--- src/rtl/display_pkg.sv ---
// Shared definitions for the 2-of-5 seven-segment display path.
package display_pkg;

    localparam int CODE_W = 5;

    typedef enum logic {
        DEAD = 1'b0,
        ON   = 1'b1
    } scan_state_t;

    // A legal 2-of-5 word has exactly two bits set.
    function automatic logic is_2of5(input logic [CODE_W-1:0] code);
        return ($countones(code) == 2);
    endfunction

endpackage

--- src/rtl/scan_prescaler.sv ---
// Free-running slot counter: counts 0..PRESCALE-1 and flags the first and last cycle of each slot.
module scan_prescaler #(
    parameter int PRESCALE = 50000
) (
    input  logic clk,
    input  logic rst_n,
    output logic terminal,
    output logic slot_start
);

    localparam int CW = (PRESCALE > 1) ? $clog2(PRESCALE) : 1;

    logic [CW-1:0] count;

    // Count up and wrap to zero after the last cycle of the slot.
    always_ff @(posedge clk or negedge rst_n) begin
        if (!rst_n) begin
            count <= '0;
        end else if (count == CW'(PRESCALE - 1)) begin
            count <= '0;
        end else begin
            count <= count + 1'b1;
        end
    end

    assign terminal   = (count == CW'(PRESCALE - 1));
    assign slot_start = (count == '0);

endmodule

--- src/rtl/display_scan_ctrl.sv ---
// Time-multiplexed scan controller feeding one shared 2-of-5 segment decoder.
// Each slot is one dead cycle followed by PRESCALE-1 lit cycles; the lit code
// comes from a shadow register so writes never change a digit mid-slot.
module display_scan_ctrl
    import display_pkg::*;
#(
    parameter int N_DIGITS = 4,
    parameter int PRESCALE = 50000
) (
    input  logic                        clk,
    input  logic                        rst_n,
    input  logic                        wr_en,
    input  logic [$clog2(N_DIGITS)-1:0] wr_addr,
    input  logic [CODE_W-1:0]           wr_code,
    input  logic                        blank,
    input  logic                        clr,
    output logic [CODE_W-1:0]           e_out,
    output logic                        s3,
    output logic [N_DIGITS-1:0]         an_n,
    output logic [N_DIGITS-1:0]         err_mask,
    output logic                        err_any
);

    localparam int AW = $clog2(N_DIGITS);

    logic [CODE_W-1:0]   code_file [N_DIGITS];
    logic [N_DIGITS-1:0] loaded;
    logic [N_DIGITS-1:0] err_next;
    logic                addr_ok;
    logic                write_ok;

    scan_state_t         state;
    scan_state_t         next_state;
    logic [AW-1:0]       idx;
    logic [CODE_W-1:0]   shadow_code;
    logic                shadow_loaded;
    logic                terminal;
    logic                slot_start;

    logic [N_DIGITS-1:0] an_d;
    logic                s3_d;
    logic [CODE_W-1:0]   e_d;

    assign addr_ok  = ({1'b0, wr_addr} < (AW + 1)'(N_DIGITS));
    assign write_ok = wr_en && addr_ok && !clr;

    scan_prescaler #(
        .PRESCALE (PRESCALE)
    ) u_prescaler (
        .clk        (clk),
        .rst_n      (rst_n),
        .terminal   (terminal),
        .slot_start (slot_start)
    );

    // Digit file: clear wins over a simultaneous write.
    always_ff @(posedge clk or negedge rst_n) begin
        if (!rst_n) begin
            for (int i = 0; i < N_DIGITS; i++) begin
                code_file[i] <= '0;
            end
            loaded <= '0;
        end else if (clr) begin
            for (int i = 0; i < N_DIGITS; i++) begin
                code_file[i] <= '0;
            end
            loaded <= '0;
        end else if (write_ok) begin
            code_file[wr_addr] <= wr_code;
            loaded[wr_addr]    <= 1'b1;
        end
    end

    // Next error mask, so err_any can be registered in the same cycle as err_mask.
    always_comb begin
        err_next = err_mask;
        if (clr) begin
            err_next = '0;
        end else if (write_ok) begin
            err_next[wr_addr] = !is_2of5(wr_code);
        end
    end

    // Error flags are only ever set by a write, so unloaded digits stay clean.
    always_ff @(posedge clk or negedge rst_n) begin
        if (!rst_n) begin
            err_mask <= '0;
            err_any  <= 1'b0;
        end else begin
            err_mask <= err_next;
            err_any  <= |err_next;
        end
    end

    // Scan state register.
    always_ff @(posedge clk or negedge rst_n) begin
        if (!rst_n) begin
            state <= DEAD;
        end else begin
            state <= next_state;
        end
    end

    // One dead cycle at slot start, then lit until the prescaler's last count.
    always_comb begin
        next_state = state;
        unique case (state)
            DEAD:    next_state = slot_start ? ON : DEAD;
            ON:      next_state = terminal ? DEAD : ON;
            default: next_state = DEAD;
        endcase
    end

    // Advance to the next digit as each lit phase ends.
    always_ff @(posedge clk or negedge rst_n) begin
        if (!rst_n) begin
            idx <= '0;
        end else if (state == ON && terminal) begin
            idx <= (idx == AW'(N_DIGITS - 1)) ? '0 : idx + 1'b1;
        end
    end

    // Snapshot the current digit when leaving the dead cycle.
    always_ff @(posedge clk or negedge rst_n) begin
        if (!rst_n) begin
            shadow_code   <= '0;
            shadow_loaded <= 1'b0;
        end else if (state == DEAD && next_state == ON) begin
            shadow_code   <= code_file[idx];
            shadow_loaded <= loaded[idx];
        end
    end

    // Output decode: dark and suppressed while dead, shadow code while lit.
    always_comb begin
        an_d = '1;
        s3_d = 1'b1;
        e_d  = '0;
        if (state == ON) begin
            s3_d = 1'b0;
            e_d  = shadow_code;
            if (shadow_loaded && !blank) begin
                an_d[idx] = 1'b0;
            end
        end
    end

    // Register all decoder and anode outputs.
    always_ff @(posedge clk or negedge rst_n) begin
        if (!rst_n) begin
            an_n  <= '1;
            s3    <= 1'b1;
            e_out <= '0;
        end else begin
            an_n  <= an_d;
            s3    <= s3_d;
            e_out <= e_d;
        end
    end

endmodule
--- config.mk ---
export PLATFORM = sky130hd
export DESIGN_NAME = display_scan_ctrl
export DESIGN_NICKNAME = d
export VERILOG_FILES = /design/src/rtl/display_pkg.sv /design/src/rtl/scan_prescaler.sv /design/src/rtl/display_scan_ctrl.sv
export SDC_FILE = /design/constraint.sdc
export NUM_CORES = 1
export LEC_CHECK = 0
export CAP_MARGIN = 10
export CORE_MARGIN = 8
export CORE_UTILIZATION = 35
export CTS_BUF_LIST = sky130_fd_sc_hd__clkbuf_8 sky130_fd_sc_hd__clkbuf_16
export DETAILED_ROUTE_END_ITERATION = 8
export PLACE_DENSITY = 0.56
export SYNTH_ARGS = -nofsm -noshare
export SYNTH_HDL_FRONTEND = slang
export SYNTH_HIERARCHICAL = 1
export SYNTH_SLANG_ARGS = --single-unit
--- constraint.sdc ---
create_clock -name clk -period 1.75 [get_ports clk]
set_input_delay 0.35 -clock clk [delete_from_list [all_inputs] [get_ports clk]]
set_output_delay 0.35 -clock clk [all_outputs]
set_load 0.03 [all_outputs]
==> flow_summary_export.csv, run 1 <==
group,metric,value,unit
run_status,status,"finished, violations left",
run_status,failed_checks,"setup timing",
logic_synthesis,syn_inst,254,
route,drtPass1Iterations,4,
worst_setup_path,critical_path_class,"in -> reg",
worst_setup_path,cp_max_fo,4,
grt,grt_max_degree,44,
layout,layout_common_cells,"59 x dfrtp_1, 33 x nor2_1, 30 x nand2_1, 30 x buf_4",
cts,clock_insertion_delay_worst_skew,330,ps
power_and_ir_drop,p_per_area,764,nW/um2
timing,tightest_slew,422,ps
power_and_ir_drop,irDropWorstVdd,286,uV
worst_setup_path,crit_end,"err_any$_DFF_PN0_",
timing,hold_viol,0,
layout,final_common_cell,"dfrtp_1",
run,cap_violations,0,
logic_synthesis,synth_ff_type,"dfrtp_1",
floorplan,initial_core_util,0.356,
logic_synthesis,yosys.area.top_type,"dfrtp_1",
logic_synthesis,netlist_area,2890,um2
timing,tns,-484,ps
grt,antenna_found_initial,0,
timing,setup_viol,3,
floorplan,die_area,11400,um2
logic_synthesis,synth.top_cell.area_share,0.510,
power_and_ir_drop,swShare,0.247,
layout,syn_to_final_growth,30.8,%
layout,antenna_cells,0,
timing,report.final.slew_viol_count,0,
cts,clock-sinks,64,
power_and_ir_drop,p_int,2.18,mW
worst_setup_path,reg2reg_from,"u_prescaler/count[0]$_DFF_PN0_",
grt,grt_overflow,0,
route,vias_per_cell,4.68,
cts,cts_root_buf,"clkbuf_8",
floorplan,coreArea,8130,um2
logic_synthesis,syn_avg_cell_area,11.4,um2
power_and_ir_drop,pwr-share-seq,0.529,
grt,grt_pass1_wl,9.88,mm
timing,finalCritPeriodShare,1.24,
timing,worst_slack,-414,ps
route,drt_wl_total,5.93,mm
cts,h-tree-depth,3,
route,avgRoutedWirePerCell,14.0,um
placed_design,gp_congestion,0.734,
timing,rsz0062_at_grt,"yes",
layout,final_core_util,0.465,
logic_synthesis,synthArstFlopShare,1.00,
logic_synthesis,yosysWarningCount,6,
power_and_ir_drop,combPwrFrac,0.101,
floorplan,die-width,107,um
worst_setup_path,end_kind,"register",
worst_setup_path,worstSetupStartpoint,"wr_code[1]",
logic_synthesis,yosysSeqAreaShare,0.556,
placed_design,pre_cts_slack,-1310,ps
worst_setup_path,r2r-end,"shadow_code[4]$_DFFE_PN0P_",
placed_design,place_area,3520,um2
logic_synthesis,yosys-top-cells-area,"dfrtp_1 51%, mux4_2 4.7%, dfstp_2 4.5%",
route,antenna_left,0,
timing,skew,7.39,ps
cts,cts_tree,"done",
cts,cts_buffer_depth,2,
min_path,hold_path_class,"in -> reg",
timing,fmax,462,MHz
floorplan,rows,33,
worst_setup_path,cp.required,1950,ps
grt,grt_pass1_vias,2072,
placed_design,io_buffers,26,
layout,fin_nets,335,
power_and_ir_drop,switchingPower,0.713,mW
route,drc,0,
logic_synthesis,synth_edf_count,0,
timing,period_needed,2160,ps
worst_setup_path,cp-start-kind,"primary input",
worst_setup_path,ff2ff_setup_slack,30,ps
timing,slew_headroom,0.718,
logic_synthesis,ys_types,37,
logic_synthesis,syn-num-nets,275,
worst_setup_path,r2r_cells,8,
layout,drive_gt1_frac,0.270,
placed_design,dp_hpwl,4.23,mm
cts,numCtsBuffers,9,
power_and_ir_drop,leakage,1.77,nW
floorplan,die_h,107,um
power_and_ir_drop,clock_power_share,0.370,
route,drt_iter0_drc,52,
worst_setup_path,cp.arrival,2360,ps
layout,fin_area,3780,um2
floorplan,ios,27,
cts,clk_pin_slew,70,ps
grt,track_usage,0.109,
logic_synthesis,synth_seq_cells,64,
route,vias,1986,
-- flip-flops by register name, summed over array words and instances, names as in the netlist --
| name | flops |
|---|---|
| an_n | 4 |
| shadow_loaded | 1 |
| loaded | 4 |
| state | 1 |
| err_any | 1 |
| s3 | 1 |
| e_out | 5 |
| shadow_code | 5 |
| err_mask | 4 |
| code_file | 20 |
| idx | 2 |
| u_prescaler/count | 16 |
-- worst min-delay path by stage --
stage | startpoint | to | cells after the start
6_report | wr_code[0] | code_file[0]$_DFFE_PN0P_ | 4
5_1_grt | wr_code[0] | code_file[5]$_DFFE_PN0P_ | 4
4_1_cts | wr_code[0] | code_file[0]$_DFFE_PN0P_ | 4
3_5_place_dp | rst_n | u_prescaler/count[11]$_DFF_PN0_ | 2
3_3_place_gp | rst_n | u_prescaler/count[10]$_DFF_PN0_ | 2
2_1_floorplan | rst_n | code_file[0]$_DFFE_PN0P_ | 0
-- synth_stat cells, drive strengths merged (4+ instances only) --
library cell and number:
a211oi 4, nor2 35, mux4 6, buf 6, clkbuf 4, dfstp 5
and2 5, ha 7, a21oi 10, mux2 7, nor4 5, nand4 5
inv 15, nand2 31, dfrtp 59, nand3 5, xnor2 9, nor3 6
xor2 5, mux2i 10
-- cells by family (layout without fill, tap and decap cells) --
kind of cell / Yosys count / in the layout / share of synthesized area
AOI/OAI and AO/OA: 16 / 16 / 0.0346
xor gates and xnor gates: 14 / 14 / 0.0424
adders and majority gates: 9 / 9 / 0.0441
buffers and inverters: 25 / 90 / 0.0381
DFF: 64 / 64 / 0.556
muxes: 23 / 23 / 0.109
and+or+nand+nor: 103 / 103 / 0.176
-- power by group through the flow --
stage / logic [mW] / registers (mW) / clock network (mW)
CTS: 0.292 / 1.53 / 1.11
detailed placement: 0.273 / 1.56 / 0
global route: 0.320 / 1.53 / 1.18
finish: 0.291 / 1.53 / 1.07
global placement: 0.269 / 1.56 / 0
floorplan: 0.114 / 1.57 / 0
-- final cells by class --
class,instances,area (um2)
Fill cell,756,4350
Sequential cell,64,1610
Multi-Input combinational cell,165,1270
Timing Repair Buffer,59,542
Clock buffer,10,138
Tap cell,105,131
Inverter,15,66.3
Clock inverter,6,27.5
-- per-layer routing --
layer,vias to the layer above,GRT usage,share of wire
met5,-,0,0
met4,0,0.0452,0.0091
met3,8,0.0354,0.045
met2,33,0.163,0.45
met1,974,0.143,0.50
li1,971,-,-
-- worst max-delay path: stages --
cell	delay, ps
buf_8	80
inv_4	30
fa_1	550
fa_2	200
inv_2	40
ha_4	260
nand2_4	50
nor2_4	170
a211oi_2	100
or4_1	520
-- per-stage QoR --
step | hold slack [ps] | cells | total power [mW]
floorplan | 54.4 | 254 | 1.69
global placement | 355 | 406 | 1.82
detailed placement | 357 | 406 | 1.83
CTS | 373 | 423 | 2.93
global route | 391 | 424 | 3.03
finish | 390 | 424 | 2.89
-- what timing repair did --
action	CTS	global route
hold buffers	1	0
buffers inserted	0	1
pin swaps	8	9
setup endpoints to repair	13	14
gates resized for setup	28	14
hold endpoints to repair	3	0
(Power assumes the default switching activity.)
==> inputs of run 2 (changes only) <==
--- a/config.mk
+++ b/config.mk
@@ -6,12 +6,11 @@
 export NUM_CORES = 1
 export LEC_CHECK = 0
 export CAP_MARGIN = 10
-export CORE_MARGIN = 8
+export CORE_MARGIN = 2
 export CORE_UTILIZATION = 35
 export CTS_BUF_LIST = sky130_fd_sc_hd__clkbuf_8 sky130_fd_sc_hd__clkbuf_16
 export DETAILED_ROUTE_END_ITERATION = 8
 export PLACE_DENSITY = 0.56
 export SYNTH_ARGS = -nofsm -noshare
 export SYNTH_HDL_FRONTEND = slang
-export SYNTH_HIERARCHICAL = 1
 export SYNTH_SLANG_ARGS = --single-unit
==> run 2 against run 1 <==
Against the previous run:
- the run still ends with setup timing left
- routed wire length increased by 1.2%
- highest routed layer unchanged
- critical path depth down 2
- critical path type unchanged
- clock skew decreased by 2.8 ps
- first-iteration DRC count up 60%
- register-to-register slack got worse by 140 ps
==> flow_summary_export.csv, run 2 <==
group,metric,value,unit
min_path,min_to,"code_file[18]$_DFFE_PN0P_",
worst_setup_path,reg2reg_from,"u_prescaler.count[11]$_DFF_PN0_",
logic_synthesis,yosys-top-cells-area,"dfrtp_1 51%, mux4_2 4.7%, dfstp_2 4.5%",
cts,clock_insertion_delay_worst_skew,340,ps
floorplan,coreArea,8130,um2
logic_synthesis,synth.top_cell.area_share,0.508,
grt,grt_max_degree,32,
layout,antenna_cells,0,
layout,final_common_cell,"dfrtp_1",
timing,tns,-1110,ps
timing,hold_viol,0,
logic_synthesis,yosysSeqAreaShare,0.553,
run_status,failed_checks,"setup timing",
route,avgRoutedWirePerCell,14.1,um
power_and_ir_drop,finalPower,2.99,mW
floorplan,die-width,95.1,um
cts,cts_root_buf,"clkbuf_8",
power_and_ir_drop,p_per_area,786,nW/um2
route,drtPass1Iterations,4,
power_and_ir_drop,clock_power_share,0.390,
power_and_ir_drop,pwr-share-seq,0.511,
power_and_ir_drop,irDropWorstVdd,394,uV
floorplan,rows,33,
grt,grt_pass1_wl,10.0,mm
floorplan,die_h,95.1,um
timing,rsz0062_at_grt,"yes",
route,vias_per_cell,4.69,
placed_design,gp_congestion,0.821,
worst_setup_path,ff2ff_setup_slack,-110,ps
logic_synthesis,synth.most_common_cell,"dfrtp_1",
logic_synthesis,syn_inst,255,
route,drt_iter0_drc,83,
logic_synthesis,synth_ff_type,"dfrtp_1",
timing,slew_headroom,0.707,
logic_synthesis,yosys.area.top_type,"dfrtp_1",
timing,skew,4.55,ps
layout,syn_to_final_growth,31.0,%
layout,reg.largest.list,"code_file x20, u_prescaler.count x16",
grt,antenna_found_initial,0,
timing,setup_viol,11,
worst_setup_path,cp.required,1960,ps
worst_setup_path,critical_path_class,"in -> reg",
timing,fin_hold_ws,373,ps
cts,cts_buffer_depth,2,
cts,cts_tree,"done",
run,cap_violations,0,
cts,clk_pin_slew,70,ps
grt,grt_pass1_vias,2046,
timing,tightest_slew,440,ps
timing,worst_slack,-377,ps
worst_setup_path,cp-start-kind,"primary input",
floorplan,ios,27,
logic_synthesis,syn-num-nets,276,
min_path,hold_path_class,"in -> reg",
logic_synthesis,syn_avg_cell_area,11.4,um2
route,antenna_left,0,
placed_design,dp_hpwl,4.21,mm
cts,clock-sinks,64,
logic_synthesis,netlist_area,2910,um2
logic_synthesis,synth_seq_cells,64,
power_and_ir_drop,switchingPower,0.724,mW
worst_setup_path,cp_max_fo,4,
route,drt_wl_total,6.00,mm
timing,period_needed,2130,ps
min_path,worstHoldStart,"wr_code[3]",
floorplan,initial_core_util,0.357,
worst_setup_path,end_kind,"register",
layout,largest_reg_flops,20,
layout,top_register,"code_file",
timing,finalCritPeriodShare,1.22,
power_and_ir_drop,p_int,2.27,mW
logic_synthesis,synth_common_cells,"59 x dfrtp_1, 35 x nor2_1, 27 x nand2_1, 15 x inv_1",
worst_setup_path,r2r-end,"shadow_loaded$_DFFE_PN0P_",
power_and_ir_drop,swShare,0.242,
route,drc,0,
layout,drive_gt1_frac,0.274,
logic_synthesis,synthArstFlopShare,1.00,
route,vias,1998,
grt,grt_overflow,0,
layout,fin_nets,337,
logic_synthesis,synth_edf_count,0,
cts,h-tree-depth,3,
power_and_ir_drop,leakage,1.79,nW
min_path,hold_path_depth,4,
floorplan,die_area,9050,um2
logic_synthesis,yosysWarningCount,0,
logic_synthesis,ys_types,34,
placed_design,io_buffers,26,
run_status,status,"finished, violations left",
timing,fmax,470,MHz
worst_setup_path,cp.arrival,2340,ps
layout,layout_common_cells,"59 x dfrtp_1, 34 x nor2_1, 31 x buf_4",
timing,report.final.slew_viol_count,0,
grt,track_usage,0.147,
power_and_ir_drop,combPwrFrac,0.100,
worst_setup_path,r2r_cells,4,
cts,numCtsBuffers,9,
## run 2: cell types whose count changed after synthesis, moves of 3 or more
cell,before,now
mux2_4,0,6
clkbuf_1,3,6
nand2_1,31,27
mux2_2,7,2
nand3_1,4,9
## run 2: power by group through the flow
stage	clock [mW]	sequential, mW	combinational, mW
2_1_floorplan	0	1.57	0.109
3_3_place_gp	0	1.56	0.273
3_5_place_dp	0	1.56	0.278
4_1_cts	1.21	1.53	0.302
5_1_grt	1.27	1.53	0.328
6_report	1.17	1.53	0.298
## run 2: logic make-up (layout without fill, tap and decap cells)
| family | after synthesis | after routing | synth area share |
|---|---|---|---|
| xor+xnor | 14 | 14 | 0.0422 |
| compound gates | 15 | 15 | 0.0301 |
| flops | 64 | 64 | 0.553 |
| mux | 24 | 24 | 0.120 |
| simple gates | 103 | 104 | 0.173 |
| fa+ha+maj | 9 | 9 | 0.0439 |
| buf+inv | 26 | 91 | 0.0375 |
## run 2: area by class of cell
class / instances / area (um2)
Sequential cell: 64 / 1610
Timing Repair Buffer: 60 / 556
Tap cell: 105 / 131
Inverter: 15 / 66.3
Clock inverter: 4 / 18.8
Fill cell: 762 / 4330
Multi-Input combinational cell: 166 / 1260
Clock buffer: 12 / 165
## run 2: how the worst max path moves through the flow
stage	slack [ps]	startpoint	end	cells past startpoint
final	-380	wr_code[1]	err_any$_DFF_PN0_	8
after global routing	-410	wr_code[1]	err_any$_DFF_PN0_	8
after CTS	-390	wr_code[0]	err_any$_DFF_PN0_	8
after detailed placement	-1250	wr_code[0]	err_any$_DFF_PN0_	10
after global placement	-1200	wr_code[0]	err_any$_DFF_PN0_	10
after floorplan	-530	wr_code[0]	err_any$_DFF_PN0_	7
## run 2: worst max-delay path, stage by stage
cell	delay, ps
buf_8	80
inv_4	30
fa_1	490
fa_2	570
nand2_4	50
nor2_4	140
a211oi_2	100
or4_1	540
## run 2: per-layer routing
metal  vias up  part of all wire  global-route usage
met4         0            0.0067              0.0471
met3         6             0.039              0.0538
met2        31              0.48               0.222
li1        985                 -                   -
met5         -                 0                   0
met1       976              0.47               0.196
## run 2: timing repair
item | 4_1_cts | 5_1_grt
hold endpoints to repair | 10 | 0
resized for setup | 27 | 11
hold buffers | 1 | 0
cloned | 0 | 1
pin swaps | 8 | 7
setup endpoints to repair | 18 | 27
setup buffers | 3 | 1
## run 2: stage by stage
step / std cells / worst slack, ps / instance area, um2 / utilization
floorplan: 255 / -529 / 2940 / -
global placement: 406 / -1200 / 3540 / 0.435
detailed placement: 406 / -1250 / 3540 / 0.435
CTS: 425 / -386 / 3760 / 0.462
global route: 426 / -413 / 3800 / 0.468
finish: 426 / -377 / 3800 / 0.468
